$ cat config.mk
export PLATFORM = sky130hd
export DESIGN_NAME = rr_grant_encoder_4_flat
export DESIGN_NICKNAME = d
export VERILOG_FILES = /design/src/rtl/rr_grant_encoder_4_if.sv /design/src/rtl/rr_grant_encoder_4.sv /design/src/flat_wrapper.sv
export SDC_FILE = /design/constraint.sdc
export NUM_CORES = 1
export LEC_CHECK = 0
export ABC_CLOCK_PERIOD_IN_PS = 1300
export BUFFER_PORTS_ARGS = -buffer_cell sky130_fd_sc_hd__buf_2
export CORE_AREA = 2 2 39 41
export DETAILED_ROUTE_END_ITERATION = 6
export DIE_AREA = 0 0 41 43
export SYNTH_ARGS = -nofsm -noshare
export SYNTH_HDL_FRONTEND = slang
export SYNTH_SLANG_ARGS = --single-unit
$ cat constraint.sdc
create_clock -name Clk -period 1.3 [get_ports Clk]
set_clock_uncertainty 0.2 [all_clocks]
set_input_delay 0.26 -clock Clk [delete_from_list [all_inputs] [get_ports Clk]]
set_output_delay 0.26 -clock Clk [all_outputs]
set_load 0.02 [all_outputs]
$ cat src/rtl/rr_grant_encoder_4_if.sv
// Request/grant bundle between the requesters and the round-robin grant encoder.
// master = requester side, slave = arbiter side.
interface rr_grant_encoder_4_if;
  logic [3:0] Req;
  logic       Ack;
  logic       I1;
  logic       I2;
  logic       En;
  logic       Timeout;

  modport master (output Req, Ack, input I1, I2, En, Timeout);
  modport slave  (input Req, Ack, output I1, I2, En, Timeout);
endinterface

$ cat src/rtl/rr_grant_encoder_4.sv
// Four-channel round-robin arbiter producing a registered {I2,I1} grant index plus En for decoder_2x4.
// Optional hold timeout is compiled in with `define RR_GRANT_TIMEOUT_EN.

// Per-channel qualifier: flags requests at or above the priority pointer.
module rr_grant_lane #(
  parameter int LANE  = 0,
  parameter int IDX_W = 2
) (
  input  logic             req,
  input  logic [IDX_W-1:0] ptr,
  output logic             hi_req
);
  assign hi_req = req & (IDX_W'(LANE) >= ptr);
endmodule

module rr_grant_encoder_4 #(
  parameter int HOLD_MAX = 16
) (
  input logic            Clk,
  input logic            Rst_n,
  rr_grant_encoder_4_if.slave bus
);
  localparam int NUM_LANES = 4;
  localparam int IDX_W     = 2;

  typedef enum logic {IDLE = 1'b0, GRANT = 1'b1} state_t;

  state_t               state_q, state_d;
  logic [IDX_W-1:0]     ptr_q, ptr_d;
  logic [IDX_W-1:0]     idx_q, idx_d;
  logic                 en_q, en_d;
  logic [NUM_LANES-1:0] req, hi_req;
  logic [IDX_W-1:0]     pick_idx;
  logic                 pick_vld;
  logic                 owner_req;
  logic                 expire;

  assign req = bus.Req;

  for (genvar g = 0; g < NUM_LANES; g++) begin : g_lane
    rr_grant_lane #(.LANE(g), .IDX_W(IDX_W)) u_lane (
      .req   (req[g]),
      .ptr   (ptr_q),
      .hi_req(hi_req[g])
    );
  end

  // Lowest requester at/above ptr wins; otherwise wrap to lowest requester overall.
  always_comb begin
    pick_idx = '0;
    for (int k = NUM_LANES - 1; k >= 0; k--)
      if (req[k]) pick_idx = IDX_W'(k);
    for (int k = NUM_LANES - 1; k >= 0; k--)
      if (hi_req[k]) pick_idx = IDX_W'(k);
  end

  assign pick_vld  = |req;
  assign owner_req = req[idx_q];

`ifdef RR_GRANT_TIMEOUT_EN
  logic [7:0] cnt_q, cnt_d;
  logic       to_q, to_d;

  // cnt_q counts GRANT edges survived; expiry lands on the HOLD_MAX-th edge of the grant.
  assign expire      = (cnt_q == 8'(HOLD_MAX - 1));
  assign bus.Timeout = to_q;
`else
  wire unused_hold_max = |8'(HOLD_MAX);
  assign expire      = 1'b0;
  assign bus.Timeout = 1'b0;
`endif

  always_comb begin
    state_d = state_q;
    ptr_d   = ptr_q;
    idx_d   = idx_q;
    en_d    = en_q;
`ifdef RR_GRANT_TIMEOUT_EN
    cnt_d   = cnt_q;
    to_d    = 1'b0;
`endif
    case (state_q)
      IDLE: begin
        if (pick_vld) begin
          idx_d   = pick_idx;
          en_d    = 1'b1;
          state_d = GRANT;
`ifdef RR_GRANT_TIMEOUT_EN
          cnt_d   = '0;
`endif
        end
      end
      GRANT: begin
        if (bus.Ack || !owner_req || expire) begin
          en_d    = 1'b0;
          ptr_d   = idx_q + 1'b1;
          state_d = IDLE;
`ifdef RR_GRANT_TIMEOUT_EN
          to_d    = expire & ~bus.Ack;
`endif
        end else begin
`ifdef RR_GRANT_TIMEOUT_EN
          cnt_d   = cnt_q + 8'd1;
`endif
        end
      end
      default: state_d = IDLE;
    endcase
  end

  always_ff @(posedge Clk or negedge Rst_n) begin
    if (!Rst_n) begin
      state_q <= IDLE;
      ptr_q   <= '0;
      idx_q   <= '0;
      en_q    <= 1'b0;
`ifdef RR_GRANT_TIMEOUT_EN
      cnt_q   <= '0;
      to_q    <= 1'b0;
`endif
    end else begin
      state_q <= state_d;
      ptr_q   <= ptr_d;
      idx_q   <= idx_d;
      en_q    <= en_d;
`ifdef RR_GRANT_TIMEOUT_EN
      cnt_q   <= cnt_d;
      to_q    <= to_d;
`endif
    end
  end

  assign bus.I1 = idx_q[0];
  assign bus.I2 = idx_q[1];
  assign bus.En = en_q;
endmodule

$ cat src/flat_wrapper.sv
// flat-port wrapper written by rule: the top's interface ports become plain ports
module rr_grant_encoder_4_flat 
#(
  parameter int HOLD_MAX = 16
)
  (Clk, Rst_n, bus_Req, bus_Ack, bus_I1, bus_I2, bus_En, bus_Timeout);
  rr_grant_encoder_4_if bus_i ();
  input logic Clk;
  input logic Rst_n;
  input wire logic [$bits(bus_i.Req)-1:0] bus_Req;
  input wire logic [$bits(bus_i.Ack)-1:0] bus_Ack;
  output wire logic [$bits(bus_i.I1)-1:0] bus_I1;
  output wire logic [$bits(bus_i.I2)-1:0] bus_I2;
  output wire logic [$bits(bus_i.En)-1:0] bus_En;
  output wire logic [$bits(bus_i.Timeout)-1:0] bus_Timeout;
  assign bus_i.Req = bus_Req;
  assign bus_i.Ack = bus_Ack;
  assign bus_I1 = bus_i.I1;
  assign bus_I2 = bus_i.I2;
  assign bus_En = bus_i.En;
  assign bus_Timeout = bus_i.Timeout;
  rr_grant_encoder_4 #(.HOLD_MAX(HOLD_MAX)) u_core (.Clk(Clk), .Rst_n(Rst_n), .bus(bus_i));
endmodule
# == Yosys cells after proc, flatten, opt, wreduce, memory -nomap -nowiden ==
# Cells that the tools add are included.
# classes
addsub,1
magnitude_cmp,5
eq_ne,2
muxes,16
n_bitwise,5
reduce_logical,6
# ops
op,count
2-to-1 mux 2 bit,8
AND reduction 2 bit,3
2-to-1 mux 1 bit,5
AND 1 bit,4
">= comparator 1 x 2 -> 1 bit, first input constant",2
">= comparator 2 bit, first input constant",2
one-hot mux 1 bit (2 select lines),2
OR reduction 4 bit,1
"< comparator 2 x 3 -> 1 bit, second input constant",1
"adder 2 x 1 -> 2 bit, second input constant",1
binary-select mux 1 bit (select 2 bit),1
"inequality test 2 x 1 -> 1 bit, second input constant",1
"inequality test 2 bit, second input constant",1
logical NOT 1 bit,1
logical OR 1 bit,1
NOT 1 bit,1
# word_totals
regBits,6
inputBits,7

# == Depth between registers and ports, before layout ==
# Gate-level depths: netlist of the first run.
# depth
depth_word,8
mapped_depth,3
ltp_nobuf,3

# == Hierarchy ==
# Synthesis of the first run repeated with hierarchy kept, for this count alone.
# hier_totals
hier_cells,40
hier_area_um2,400.4
# modules_own_cells
mod,instances,cells_per_inst,area_per_inst_um2,seq_area_each_um2
rr_grant_encoder_4,1,36,355.3,150.1
rr_grant_lane at u_core.g_lane[1].u_lane,1,1,13.8,0.0
rr_grant_lane at u_core.g_lane[0].u_lane,1,1,12.5,0.0
rr_grant_lane at u_core.g_lane[2].u_lane,1,1,11.3,0.0
rr_grant_lane at u_core.g_lane[3].u_lane,1,1,7.5,0.0

# == Worst setup path after synthesis of the first run ==
# OpenSTA, ideal clock, no wires.
# synth_path
path_type,flip-flop to flip-flop
from,register u_core.idx_q[1]
to,"register u_core.en_q, in the netlist u_core.bus.En"
t_arrival_ns,1.079
required_time_ns,0.981
slack_ns,-0.098
stages_incl_launch_ff,4
path_buffers,0
synth_period_minus_slack_ns,1.398
cell_sequence,dfrtp_1 mux2i_1 o221ai_1 o21a_1
# synth_via
elab_chain_cells,6
# synth_lines
item,line,source
from (decl),rr_grant_encoder_4.sv:30,"logic [IDX_W-1:0] idx_q, idx_d;"
from (signal assigned),rr_grant_encoder_4.sv:124,idx_q <= idx_d;
binary-select mux 1 bit (select 2 bit),rr_grant_encoder_4.sv:58,assign owner_req = req[idx_q];
2-to-1 mux 1 bit (not written as such),rr_grant_encoder_4.sv:58,
logical NOT 1 bit,rr_grant_encoder_4.sv:94,if (bus.Ack || !owner_req || expire) begin
logical OR 1 bit,rr_grant_encoder_4.sv:94,
inequality test 2 bit (no line),--,
AND reduction 2 bit (no line),--,
to (signal assigned),rr_grant_encoder_4.sv:125,en_q <= en_d;
to (decl),rr_grant_encoder_4.sv:31,"logic en_q, en_d;"
# Every way passes these cells. The select of a mux whose other input is x is not followed.
# A chain may end at the register's enable or synchronous reset.

# == Worst setup path in the final report of the first run ==
# layout_path
from,register u_core.idx_q[1]
to,output bus_I2
# layout_lines
item,line,source
to (decl),flat_wrapper.sv:13,output wire logic [$bits(bus_i.I2)-1:0] bus_I2;
# No word-level cell between the ends.

==> impl_metrics.prom, run 1 <==
# TYPE chip_impl_metric gauge
chip_impl_info{name="run_status",value="complete, but fails checks"} 1
chip_impl_info{name="failed_checks",value="setup timing"} 1
chip_impl_metric{name="vdd_drop_max",unit="mV"} 0.924
chip_impl_metric{name="synthSimpleGateAreaFrac",unit=""} 0.207
chip_impl_metric{name="synth_fa_ha_area_frac",unit=""} 0
chip_impl_metric{name="grt_util_all_layers",unit=""} 0.137
chip_impl_info{name="synth_top_cell_by_area",value="sky130_fd_sc_hd__dfrtp_1"} 1
chip_impl_metric{name="post_route_ant_nets",unit=""} 0
chip_impl_metric{name="synth_seq_cells",unit=""} 6
chip_impl_metric{name="post_synth.cell_area_avg",unit="sq um"} 9.28
chip_impl_metric{name="grt_start_max_net_pins",unit=""} 9
chip_impl_metric{name="cts.clk_slew.worst_paths",unit="ns"} 0.06
chip_impl_metric{name="synth-xor-area-share",unit=""} 0
chip_impl_metric{name="syn-instance-count",unit=""} 43
chip_impl_metric{name="grt_pass1_wl",unit="microns"} 1600
chip_impl_metric{name="ctsHtreeMaxLevel",unit=""} 1
chip_impl_metric{name="final_critical_path_setup_slack",unit="ns"} -0.137
chip_impl_metric{name="totalWireLength",unit="microns"} 1020
chip_impl_metric{name="r2r_setup_slack",unit="ns"} -0.10
chip_impl_metric{name="via_count_of_the_first_global_routing_pass",unit=""} 391
chip_impl_metric{name="min_period",unit="ns"} 1.44
chip_impl_metric{name="timing.fmax",unit="GHz"} 0.696
chip_impl_metric{name="antenna_found_initial",unit=""} 0
chip_impl_metric{name="syn_to_final_growth",unit="%"} 47.3
chip_impl_metric{name="yosys-mux-area-fraction",unit=""} 0.0502
chip_impl_metric{name="leakage",unit="nW"} 0.258
chip_impl_info{name="combinational_family_with_the_most_area_after_synthesis",value="compound AO/OA/AOI/OAI gates"} 1
chip_impl_info{name="clock_tree_from_tritoncts",value="built"} 1
chip_impl_metric{name="numCtsBuffers",unit=""} 3
chip_impl_metric{name="initial_core_util",unit=""} 0.288
chip_impl_metric{name="horizontal_extent_of_the_die",unit="microns"} 41
chip_impl_metric{name="finish.utilization",unit=""} 0.425
chip_impl_metric{name="floorplan_core_area",unit="sq um"} 1380
chip_impl_metric{name="synth_area",unit="sq um"} 399
chip_impl_metric{name="design.die.area",unit="sq um"} 1760
chip_impl_metric{name="hold_viol",unit=""} 0
chip_impl_metric{name="required",unit="ns"} 0.84
chip_impl_metric{name="synth_cell_types",unit=""} 28
chip_impl_metric{name="slew_violations",unit=""} 0
chip_impl_metric{name="via_per_inst",unit=""} 5.09
chip_impl_metric{name="cts_num_sinks",unit=""} 6
chip_impl_metric{name="drt-wirelength-per-cell",unit="microns"} 13.1
chip_impl_metric{name="dpl_worst_slack",unit="ns"} -0.0899
chip_impl_info{name="critical_path.reg2reg.endpoint",value="u_core.ptr_q[1]"} 1
chip_impl_info{name="criticalPathCategory",value="reg2out"} 1
chip_impl_info{name="timing.hold.worst.class",value="in2async"} 1
chip_impl_metric{name="critPathMaxFanout",unit=""} 5
chip_impl_metric{name="min_period_over_period",unit=""} 1.11
chip_impl_metric{name="synthDominantCellAreaShare",unit=""} 0.376
chip_impl_metric{name="pwr_dens",unit="nW/um^2"} 2350
chip_impl_metric{name="synth_fp_nets",unit=""} 50
chip_impl_metric{name="drt_initial_violations",unit=""} 9
chip_impl_metric{name="globalRouteOverflowTotal",unit=""} 0
chip_impl_metric{name="final-setup-viol-count",unit=""} 6
chip_impl_metric{name="routed-via-count",unit=""} 397
chip_impl_info{name="cp-end-kind",value="primary output"} 1
chip_impl_info{name="grt_setup_unrepaired",value="yes"} 1
chip_impl_metric{name="clock_path_buffers",unit=""} 2
chip_impl_metric{name="dp.final_hpwl",unit="microns"} 803
chip_impl_metric{name="globalplace.congestion",unit=""} 0.736
chip_impl_metric{name="fin_tns_setup",unit="ns"} -0.536
chip_impl_metric{name="placement.io_buffers",unit=""} 9
chip_impl_metric{name="post_route_cells_drive_above_1_share",unit=""} 0.435
chip_impl_metric{name="pin_count",unit=""} 11
chip_impl_metric{name="remaining_drc_errors",unit=""} 0
chip_impl_metric{name="worstRegToRegCells",unit=""} 3
chip_impl_info{name="worstSetupStartpoint",value="u_core.idx_q[1]"} 1
chip_impl_metric{name="finish.net_count",unit=""} 70
chip_impl_metric{name="cp.arrival",unit="ns"} 0.98
chip_impl_metric{name="worstSkewPairLatency",unit="ns"} 0.25
chip_impl_metric{name="max-cap-violations",unit=""} 0
chip_impl_metric{name="die-height",unit="microns"} 43
chip_impl_metric{name="antenna_cells_inserted",unit=""} 0
chip_impl_metric{name="std_cell_rows",unit=""} 14
chip_impl_metric{name="ys_warn_count",unit=""} 0
chip_impl_metric{name="post_synthesis_compound_gate_area_fraction",unit=""} 0.307
chip_impl_info{name="clock-root-buffer",value="sky130_fd_sc_hd__clkbuf_4"} 1
chip_impl_metric{name="firstDrtPassIters",unit=""} 4
chip_impl_info{name="critical_path.reg2reg.startpoint",value="u_core.idx_q[1]"} 1
chip_impl_info{name="critPathLaunchType",value="flop"} 1
chip_impl_metric{name="ys_seq_area_frac",unit=""} 0.376
chip_impl_info{name="synth_top_cells_by_area",value="sky130_fd_sc_hd__dfrtp_1 (38%), sky130_fd_sc_hd__a21oi_1 (5.0%), sky130_fd_sc_hd__mux2i_1 (5.0%)"} 1
-- routing by layer --
| metal | wire length (microns) | GRT usage |
|---|---|---|
| met5 | 0 | 0 |
| met4 | 0 | 0.0200 |
| met3 | 33 | 0.0628 |
| met2 | 519 | 0.231 |
| met1 | 469 | 0.152 |
-- timing repair --
action	in CTS	in global routing
endpoints found under the setup margin	6	7
hold endpoints to repair	6	0
pin swaps	0	1
buffers inserted	1	0
hold buffers	1	0
resized for setup	6	2
-- sequential cells by signal (all words and copies together), names as in the netlist --
register        cells
u_core.state_q      1
u_core.bus.En       1
u_core.ptr_q        2
u_core.idx_q        2
-- report_power, final --
part	switching, mW	internal (mW)
Sequential	0.105	0.290
Combinational	0.360	0.441
Clock	0.0719	0.117
Total	0.538	0.847
-- synthesized netlist by cell type --
cell type / number
sky130_fd_sc_hd__or2_0: 1
sky130_fd_sc_hd__a21o_1: 1
sky130_fd_sc_hd__or2_1: 1
sky130_fd_sc_hd__nor2b_1: 1
sky130_fd_sc_hd__conb_1: 1
sky130_fd_sc_hd__o31ai_1: 1
sky130_fd_sc_hd__buf_2: 1
sky130_fd_sc_hd__o41ai_2: 1
sky130_fd_sc_hd__o21ai_1: 1
sky130_fd_sc_hd__o22ai_1: 1
sky130_fd_sc_hd__buf_4: 1
sky130_fd_sc_hd__o211ai_1: 1
sky130_fd_sc_hd__o21ai_0: 2
sky130_fd_sc_hd__a21oi_1: 4
sky130_fd_sc_hd__or2b_1: 2
sky130_fd_sc_hd__o2bb2ai_1: 1
sky130_fd_sc_hd__nor2_1: 2
sky130_fd_sc_hd__nor4_2: 1
sky130_fd_sc_hd__a311oi_1: 1
sky130_fd_sc_hd__nand2b_1: 2
sky130_fd_sc_hd__and2_1: 2
sky130_fd_sc_hd__mux2i_1: 2
sky130_fd_sc_hd__a2bb2oi_1: 1
sky130_fd_sc_hd__nand2_1: 1
sky130_fd_sc_hd__dfrtp_1: 6
sky130_fd_sc_hd__o221ai_1: 1
sky130_fd_sc_hd__o21a_1: 1
sky130_fd_sc_hd__inv_1: 2
-- layout by cell type (no fill, tap or decap), types with 2 or more instances in the layout --
cell	netlist	final
sky130_fd_sc_hd__buf_2	1	7
sky130_fd_sc_hd__or2b_1	2	2
sky130_fd_sc_hd__dfrtp_2	0	2
sky130_fd_sc_hd__nor2_1	2	2
sky130_fd_sc_hd__a21oi_1	4	4
sky130_fd_sc_hd__and2_1	2	2
sky130_fd_sc_hd__nand2b_1	2	2
sky130_fd_sc_hd__inv_1	2	2
sky130_fd_sc_hd__o21ai_0	2	2
sky130_fd_sc_hd__clkbuf_4	0	3
sky130_fd_sc_hd__dfrtp_1	6	4
sky130_fd_sc_hd__buf_6	0	4
sky130_fd_sc_hd__buf_4	1	5
-- through the flow --
stage / std cells / cell area [sq um] / hold slack, ns / total power [mW]
detailed placement: 72 / 515 / -0.112 / 1.08
global placement: 72 / 515 / -0.112 / 1.07
CTS: 78 / 579 / 0.153 / 1.37
global route: 78 / 588 / 0.146 / 1.49
floorplan: 43 / 420 / -0.236 / 0.821
finish: 78 / 588 / 0.149 / 1.38
-- worst max-delay path by stage --
stage | end | slack [ns] | depth (start not counted)
floorplan | u_core.ptr_q[1] | -0.006 | 3
global placement | u_core.bus.En | -0.07 | 4
detailed placement | u_core.idx_q[0] | -0.09 | 4
CTS | bus_I2 | -0.13 | 2
global route | bus_I2 | -0.18 | 2
finish | bus_I2 | -0.14 | 2
-- critical path, stage by stage (launching register included) --
cell	delay, ns
sky130_fd_sc_hd__dfrtp_2	0.47
sky130_fd_sc_hd__buf_6	0.14
sky130_fd_sc_hd__buf_6	0.12
-- layout make-up --
cell class	count	area (sq um)
Timing Repair Buffer	17	128
Clock buffer	4	26.3
Tap cell	16	20.0
Multi-Input combinational cell	33	254
Inverter	2	7.51
Sequential cell	6	153
Fill cell	148	796
-- cell families (layout without fill, tap and decap cells) --
family                 after synthesis  in the layout
AOI/OAI and AO/OA                   17             17
and+or+nand+nor                     13             13
DFF                                  6              6
buffers and inverters                4             23
muxes                                2              2
other                                1              1
(Power assumes the default switching activity.)
==> run 2: changes to the inputs <==
CAP_MARGIN = 20   (was default)
CELL_PAD_IN_SITES_DETAIL_PLACEMENT = 1   (was default)
CELL_PAD_IN_SITES_GLOBAL_PLACEMENT = 1   (was default)
PLACE_DENSITY_LB_ADDON = 0.1   (was default)
SLEW_MARGIN = 20   (was default)
==> run 2 against run 1 <==
The run still ends with setup timing left. Combinational power is 1% lower. Clock-buffer cell count unchanged. Core utilization increased by 0.63 points. Sequential power rose by 5.1%. Largest cell class unchanged. Largest power group unchanged.
==> impl_metrics.prom, run 2 (synthesized netlist as in run 1, its figures left out) <==
# TYPE chip_impl_metric gauge
chip_impl_metric{name="grt_pass1_wl",unit="microns"} 1830
chip_impl_metric{name="via_count_of_the_first_global_routing_pass",unit=""} 415
chip_impl_metric{name="final_critical_path_setup_slack",unit="ns"} -0.108
chip_impl_info{name="grt_setup_unrepaired",value="yes"} 1
chip_impl_info{name="kind_of_cell_with_the_highest_combined_delay_on_the_critical_path",value="flip-flops"} 1
chip_impl_metric{name="globalplace.congestion",unit=""} 0.693
chip_impl_info{name="criticalPathCategory",value="reg2out"} 1
chip_impl_metric{name="hold_slack",unit="ns"} 0.165
chip_impl_metric{name="totalWireLength",unit="microns"} 1190
chip_impl_metric{name="worstSkewPairLatency",unit="ns"} 0.25
chip_impl_metric{name="clock_path_buffers",unit=""} 2
chip_impl_metric{name="post_route_ant_nets",unit=""} 0
chip_impl_metric{name="fin_area",unit="sq um"} 597
chip_impl_metric{name="post_route_cells_drive_above_1_share",unit=""} 0.469
chip_impl_metric{name="r2r_setup_slack",unit="ns"} -0.11
chip_impl_info{name="critical_path.reg2reg.startpoint",value="u_core.idx_q[1]"} 1
chip_impl_metric{name="globalRouteOverflowTotal",unit=""} 0
chip_impl_metric{name="timing.fmax",unit="GHz"} 0.710
chip_impl_metric{name="pin_count",unit=""} 11
chip_impl_metric{name="design_power_total",unit="mW"} 1.39
chip_impl_metric{name="firstDrtPassIters",unit=""} 4
chip_impl_metric{name="leakage",unit="nW"} 0.265
chip_impl_info{name="failed_checks",value="setup timing"} 1
chip_impl_metric{name="dp.final_hpwl",unit="microns"} 893
chip_impl_info{name="mostFrequentLayoutCells",value="sky130_fd_sc_hd__buf_4 (8), sky130_fd_sc_hd__buf_2 (7), sky130_fd_sc_hd__a21oi_1 (4), sky130_fd_sc_hd__dfrtp_1 (4)"} 1
chip_impl_metric{name="placedInstanceArea",unit="sq um"} 508
chip_impl_metric{name="slew_violations",unit=""} 0
chip_impl_info{name="run_status",value="complete, but fails checks"} 1
chip_impl_metric{name="max-cap-violations",unit=""} 0
chip_impl_metric{name="drt_initial_violations",unit=""} 4
chip_impl_metric{name="horizontal_extent_of_the_die",unit="microns"} 41
chip_impl_metric{name="finish.net_count",unit=""} 72
chip_impl_metric{name="remaining_drc_errors",unit=""} 0
chip_impl_metric{name="drt-wirelength-per-cell",unit="microns"} 14.8
chip_impl_info{name="timing.critical_path.cells",value="buf_6 -> buf_6"} 1
chip_impl_metric{name="ctsHtreeMaxLevel",unit=""} 1
chip_impl_info{name="critical_path.reg2reg.endpoint",value="u_core.ptr_q[1]"} 1
chip_impl_metric{name="placement.io_buffers",unit=""} 9
chip_impl_metric{name="path_buf_inv",unit=""} 2
chip_impl_info{name="critPathLaunchType",value="flop"} 1
chip_impl_metric{name="hold_viol",unit=""} 0
chip_impl_metric{name="required",unit="ns"} 0.84
chip_impl_metric{name="critPathMaxFanout",unit=""} 4
chip_impl_metric{name="antenna_cells_inserted",unit=""} 0
chip_impl_metric{name="cts.clk_slew.worst_paths",unit="ns"} 0.05
chip_impl_metric{name="area_of_combinational_cells_with_multiple_inputs",unit="sq um"} 251
chip_impl_info{name="timing.hold.worst.class",value="in2async"} 1
chip_impl_metric{name="cp.arrival",unit="ns"} 0.95
chip_impl_metric{name="pwr_dens",unit="nW/um^2"} 2330
chip_impl_metric{name="grt_start_max_net_pins",unit=""} 7
chip_impl_metric{name="routed-via-count",unit=""} 412
chip_impl_metric{name="crit_path_max_incr_delay",unit="ns"} 0.45
chip_impl_info{name="clock_tree_from_tritoncts",value="built"} 1
chip_impl_metric{name="syn_to_final_growth",unit="%"} 49.5
chip_impl_metric{name="min_period",unit="ns"} 1.41
chip_impl_metric{name="numCtsBuffers",unit=""} 3
chip_impl_metric{name="initial_core_util",unit=""} 0.288
chip_impl_info{name="leading_cell_type_in_the_layout_fill_and_taps_excluded",value="sky130_fd_sc_hd__buf_4"} 1
chip_impl_metric{name="design.die.area",unit="sq um"} 1760
chip_impl_metric{name="min_period_over_period",unit=""} 1.08
chip_impl_info{name="clock-root-buffer",value="sky130_fd_sc_hd__clkbuf_4"} 1
chip_impl_metric{name="floorplan_core_area",unit="sq um"} 1380
chip_impl_info{name="critPathSlowestCell",value="sky130_fd_sc_hd__dfrtp_2"} 1
chip_impl_metric{name="worstRegToRegCells",unit=""} 3
chip_impl_metric{name="register_area",unit="sq um"} 153
chip_impl_metric{name="cts_num_sinks",unit=""} 6
chip_impl_metric{name="final-setup-viol-count",unit=""} 6
chip_impl_metric{name="antenna_found_initial",unit=""} 0
chip_impl_metric{name="fillers",unit=""} 159
chip_impl_metric{name="vdd_drop_max",unit="mV"} 0.918
chip_impl_info{name="crit_path_frequent_cell",value="sky130_fd_sc_hd__buf_6"} 1
chip_impl_metric{name="die-height",unit="microns"} 43
chip_impl_info{name="cp-end-kind",value="primary output"} 1
chip_impl_metric{name="std_cell_rows",unit=""} 14
chip_impl_metric{name="via_per_inst",unit=""} 5.15
chip_impl_metric{name="grt_util_all_layers",unit=""} 0.158
chip_impl_info{name="largestRegisters",value="u_core.idx_q x2, u_core.ptr_q x2"} 1
-- run 2: routing by layer --
| metal | up-vias | share of wire | global-route usage |
|---|---|---|---|
| met5 | - | 0 | 0 |
| met4 | 0 | 0 | 0.0400 |
| met3 | 0 | 0.036 | 0.0628 |
| met2 | 8 | 0.52 | 0.244 |
| met1 | 206 | 0.44 | 0.199 |
| li1 | 198 | - | - |
-- run 2: timing repair --
| item | CTS | global route |
|---|---|---|
| endpoints found under the setup margin | 6 | 8 |
| resized for setup | 5 | 1 |
| hold buffers | 1 | 0 |
| setup buffers | 2 | 2 |
| pin swaps | 1 | 1 |
| endpoints found under the hold margin | 6 | 0 |
-- run 2: area by class of cell --
cell class	count	area share
clock buffer	4	0.0440
inverter	2	0.0126
multi-input combinational	33	0.421
sequential	6	0.256
tap	16	0.0335
timing repair buffer	19	0.233
-- run 2: report_power, final --
group / switching [mW] / total [mW] / internal (mW)
Clock: 0.0680 / 0.184 / 0.116
Sequential: 0.125 / 0.415 / 0.290
Combinational: 0.352 / 0.789 / 0.437
Total: 0.546 / 1.39 / 0.843
-- run 2: how the worst max path moves through the flow --
stage / from / to / slack [ns] / cells after the start
floorplan: u_core.idx_q[0] / u_core.ptr_q[1] / -0.006 / 3
finish: u_core.idx_q[1] / bus_I2 / -0.11 / 2
global placement: bus_Req[3] / u_core.idx_q[0] / -0.06 / 4
detailed placement: u_core.idx_q[1] / u_core.ptr_q[1] / -0.08 / 3
CTS: u_core.idx_q[1] / bus_I2 / -0.12 / 2
global route: u_core.idx_q[1] / u_core.ptr_q[1] / -0.16 / 4
-- run 2: worst reg2reg max path: cells and delay by family (launching register included) --
family,cells,cell delay [ns]
DFF,1,0.43
AOI/OAI and AO/OA,2,0.36
muxes,1,0.34
-- run 2: through the flow --
stage	TNS [ns]	util	instances	setup WS (ns)
after detailed placement	-0.319	0.367	71	-0.0773
after floorplan	-0.0106	-	43	-0.00581
after global routing	-0.756	0.431	80	-0.157
after global placement	-0.223	0.367	71	-0.0605
final	-0.447	0.431	80	-0.108
after CTS	-0.428	0.416	78	-0.118
==> run 3: changes to the inputs <==
SYNTH_HIERARCHICAL = 1   (was default)
==> run 3 against run 2 <==
The run still ends with setup timing left. Sequential share of layout area down 1.7 points. Clock power about the same. Sequential power down 11%. Critical path type is now reg2reg. Critical endpoint is now u_core/ptr_q[1]. Highest routed layer unchanged.
==> impl_metrics.prom, run 3 <==
# TYPE chip_impl_metric gauge
chip_impl_info{name="run_status",value="complete, but fails checks"} 1
chip_impl_info{name="failed_checks",value="setup timing"} 1
chip_impl_metric{name="finish.net_count",unit=""} 72
chip_impl_metric{name="power.clock.fraction",unit=""} 0.125
chip_impl_metric{name="min_period",unit="ns"} 1.60
chip_impl_metric{name="ys_seq_area_frac",unit=""} 0.375
chip_impl_metric{name="synth_seq_cells",unit=""} 6
chip_impl_metric{name="ctsHtreeMaxLevel",unit=""} 1
chip_impl_metric{name="timing.fmax",unit="GHz"} 0.626
chip_impl_metric{name="fin_area",unit="sq um"} 634
chip_impl_info{name="critPathLaunchType",value="flop"} 1
chip_impl_metric{name="p_comb_frac",unit=""} 0.625
chip_impl_info{name="timing.hold.worst.class",value="in2async"} 1
chip_impl_metric{name="worstSkewPairLatency",unit="ns"} 0.25
chip_impl_metric{name="floorplan_core_area",unit="sq um"} 1380
chip_impl_metric{name="via_count_of_the_first_global_routing_pass",unit=""} 433
chip_impl_metric{name="globalRouteOverflowTotal",unit=""} 0
chip_impl_metric{name="antenna_cells_inserted",unit=""} 0
chip_impl_metric{name="remaining_drc_errors",unit=""} 0
chip_impl_metric{name="post_route_cells_drive_above_1_share",unit=""} 0.578
chip_impl_info{name="mostFrequentLayoutCells",value="sky130_fd_sc_hd__buf_4 (12), sky130_fd_sc_hd__buf_2 (7), sky130_fd_sc_hd__dfrtp_1 (5)"} 1
chip_impl_info{name="criticalPathCategory",value="reg2reg"} 1
chip_impl_metric{name="via_per_inst",unit=""} 4.74
chip_impl_metric{name="syn_to_final_growth",unit="%"} 58.4
chip_impl_metric{name="numCtsBuffers",unit=""} 3
chip_impl_metric{name="initial_core_util",unit=""} 0.289
chip_impl_metric{name="routed-via-count",unit=""} 379
chip_impl_metric{name="std_cell_rows",unit=""} 14
chip_impl_metric{name="cp.arrival",unit="ns"} 1.53
chip_impl_metric{name="globalplace.congestion",unit=""} 0.716
chip_impl_info{name="largestRegisters",value="u_core/idx_q x2, u_core/ptr_q x2"} 1
chip_impl_info{name="critPathSlowestCell",value="sky130_fd_sc_hd__dfrtp_2"} 1
chip_impl_info{name="grt_setup_unrepaired",value="yes"} 1
chip_impl_metric{name="critPathMaxFanout",unit=""} 2
chip_impl_metric{name="r2r_setup_slack",unit="ns"} -0.30
chip_impl_info{name="synth_most_common_cell",value="sky130_fd_sc_hd__dfrtp_1"} 1
chip_impl_metric{name="synth_area",unit="sq um"} 400
chip_impl_metric{name="grt_pass1_wl",unit="microns"} 1880
chip_impl_metric{name="dp.final_hpwl",unit="microns"} 870
chip_impl_metric{name="die-height",unit="microns"} 43
chip_impl_info{name="clock-root-buffer",value="sky130_fd_sc_hd__clkbuf_4"} 1
chip_impl_metric{name="totalWireLength",unit="microns"} 1200
chip_impl_metric{name="synth_cell_types",unit=""} 24
chip_impl_info{name="timing.critical_path.cells",value="mux2i_1 -> or3_4 -> o211ai_2 -> mux2_4"} 1
chip_impl_metric{name="pin_count",unit=""} 11
chip_impl_info{name="synth_top_cell_by_area",value="sky130_fd_sc_hd__dfrtp_1"} 1
chip_impl_metric{name="synth_fp_nets",unit=""} 47
chip_impl_metric{name="hold_viol",unit=""} 0
chip_impl_metric{name="placedInstanceArea",unit="sq um"} 531
chip_impl_metric{name="crit_path_max_incr_delay",unit="ns"} 0.41
chip_impl_metric{name="required",unit="ns"} 1.23
chip_impl_metric{name="seq_power_share",unit=""} 0.250
chip_impl_metric{name="cts.clk_slew.worst_paths",unit="ns"} 0.05
chip_impl_metric{name="path_buf_inv",unit=""} 0
chip_impl_metric{name="design.die.area",unit="sq um"} 1760
chip_impl_info{name="ys_top_cells_by_count",value="sky130_fd_sc_hd__dfrtp_1 (6), sky130_fd_sc_hd__a21oi_1 (3), sky130_fd_sc_hd__inv_1 (3), sky130_fd_sc_hd__mux2i_1 (3)"} 1
chip_impl_metric{name="number_of_enable_type_register_cells_in_the_synthesized_netlist",unit=""} 0
chip_impl_metric{name="leakage",unit="nW"} 0.315
chip_impl_metric{name="async_set_or_reset_register_ratio_after_synthesis",unit=""} 1.00
chip_impl_metric{name="synthDominantCellAreaShare",unit=""} 0.375
chip_impl_metric{name="syn-instance-count",unit=""} 40
chip_impl_info{name="synth_top_cells_by_area",value="sky130_fd_sc_hd__dfrtp_1 (38%), sky130_fd_sc_hd__mux2i_1 (7.5%), sky130_fd_sc_hd__a21oi_1 (3.8%)"} 1
chip_impl_metric{name="horizontal_extent_of_the_die",unit="microns"} 41
chip_impl_info{name="dominantRegCellSynth",value="sky130_fd_sc_hd__dfrtp_1"} 1
chip_impl_info{name="clock_tree_from_tritoncts",value="built"} 1
chip_impl_metric{name="firstDrtPassIters",unit=""} 4
chip_impl_metric{name="swShare",unit=""} 0.390
chip_impl_info{name="kind_of_cell_with_the_highest_combined_delay_on_the_critical_path",value="multiplexers"} 1
chip_impl_metric{name="grt_util_all_layers",unit=""} 0.167
chip_impl_metric{name="post_route_ant_nets",unit=""} 0
chip_impl_metric{name="antenna_found_initial",unit=""} 0
chip_impl_metric{name="drt-wirelength-per-cell",unit="microns"} 15.0
chip_impl_metric{name="placement.io_buffers",unit=""} 9
chip_impl_metric{name="max-cap-violations",unit=""} 0
chip_impl_metric{name="post_synth.cell_area_avg",unit="sq um"} 10.0
chip_impl_metric{name="final_critical_path_setup_slack",unit="ns"} -0.297
chip_impl_metric{name="vdd_drop_max",unit="mV"} 0.903
chip_impl_metric{name="final-setup-viol-count",unit=""} 7
chip_impl_metric{name="p_switching",unit="mW"} 0.574
chip_impl_metric{name="drt_initial_violations",unit=""} 1
chip_impl_metric{name="cts_num_sinks",unit=""} 6
chip_impl_metric{name="min_period_over_period",unit=""} 1.23
chip_impl_metric{name="pwr_dens",unit="nW/um^2"} 2320
chip_impl_metric{name="fin_tns_setup",unit="ns"} -1.09
chip_impl_metric{name="internal-power",unit="mW"} 0.899
chip_impl_metric{name="dpl_worst_slack",unit="ns"} -0.296
chip_impl_metric{name="grt_start_max_net_pins",unit=""} 7
chip_impl_metric{name="slew_violations",unit=""} 0
chip_impl_metric{name="clock_path_buffers",unit=""} 2
chip_impl_metric{name="design_power_total",unit="mW"} 1.47
chip_impl_info{name="leading_cell_type_in_the_layout_fill_and_taps_excluded",value="sky130_fd_sc_hd__buf_4"} 1
chip_impl_metric{name="ys_warn_count",unit=""} 6
chip_impl_info{name="cp-end-kind",value="flop"} 1
chip_impl_metric{name="fillers",unit=""} 162
[run 3: cell count changes after synthesis, sizes merged, moves of 2 or more]
cell / previous run / this run
o21ai: 3 / 1
and2: 2 / 0
or2: 2 / 0
nor3: 0 / 2
or2b: 2 / 0
[run 3: worst paths after layout]
kind,startpoint,to,cells after the start
worst max register to register,u_core/idx_q[0],u_core/ptr_q[1],4
worst min register to register,u_core/bus.En,u_core/bus.En,1
min in group Clk,u_core/bus.En,u_core/bus.En,1
max in group asynchronous,Rst_n,u_core/idx_q[0],2
worst max-delay path,u_core/idx_q[0],u_core/ptr_q[1],4
worst min-delay path,Rst_n,u_core/ptr_q[0],2
[run 3: power by group through the flow]
stage	clock network [mW]	logic, mW	registers, mW
global route	0.204	0.992	0.378
detailed placement	0	0.730	0.360
finish	0.185	0.920	0.368
global placement	0	0.718	0.356
floorplan	0	0.374	0.442
CTS	0.195	0.906	0.368
[run 3: layout make-up]
cell class / count / area, sq um / share of cell area
multi-input cells: 28 / 256 / 0.404
clock buffers: 4 / 26.3 / 0.0414
well taps: 16 / 20.0 / 0.0316
inverters: 3 / 11.3 / 0.0178
repair buffers: 23 / 169 / 0.266
flip-flops and latches: 6 / 151 / 0.239
[run 3: layer usage]
layer	global-route usage	vias up	share of wire
met4	0.0600	0	0
met5	0	-	0
met1	0.191	183	0.39
li1	-	190	-
met3	0.0314	0	0.034
met2	0.288	6	0.58
[run 3: logic make-up (layout without fill, tap and decap cells)]
group,count (synthesis),after routing,synth area share
buffers and inverters,6,30,0.0937
AO/OA/AOI/OAI,12,12,0.228
AND/OR/NAND/NOR,10,10,0.159
flip-flops,6,6,0.375
XOR/XNOR,1,1,0.0219
other,1,1,0.00937
multiplexers,4,4,0.112
[run 3: per-stage QoR]
step,hold WS (ns),utilization,cells
final,0.163,0.458,80
after global routing,0.177,0.458,80
after CTS,0.152,0.454,80
after detailed placement,-0.108,0.383,74
after global placement,-0.115,0.383,74
after floorplan,-0.236,-,40
[run 3: timing repair]
item | 4_1_cts | 5_1_grt
setup buffers | 1 | 0
gates cloned | 0 | 0
endpoints found under the hold margin | 6 | 0
hold buffers | 1 | 0
pin swaps | 4 | 2
endpoints found under the setup margin | 8 | 8
gates resized for setup | 13 | 1
[run 3: worst reg2reg max path, cell delays in order, from the launching register on]
cell and delay, ns:
sky130_fd_sc_hd__dfrtp_2 0.41, sky130_fd_sc_hd__mux2i_1 0.13, sky130_fd_sc_hd__or3_4 0.35, sky130_fd_sc_hd__o211ai_2 0.09, sky130_fd_sc_hd__mux2_4 0.31
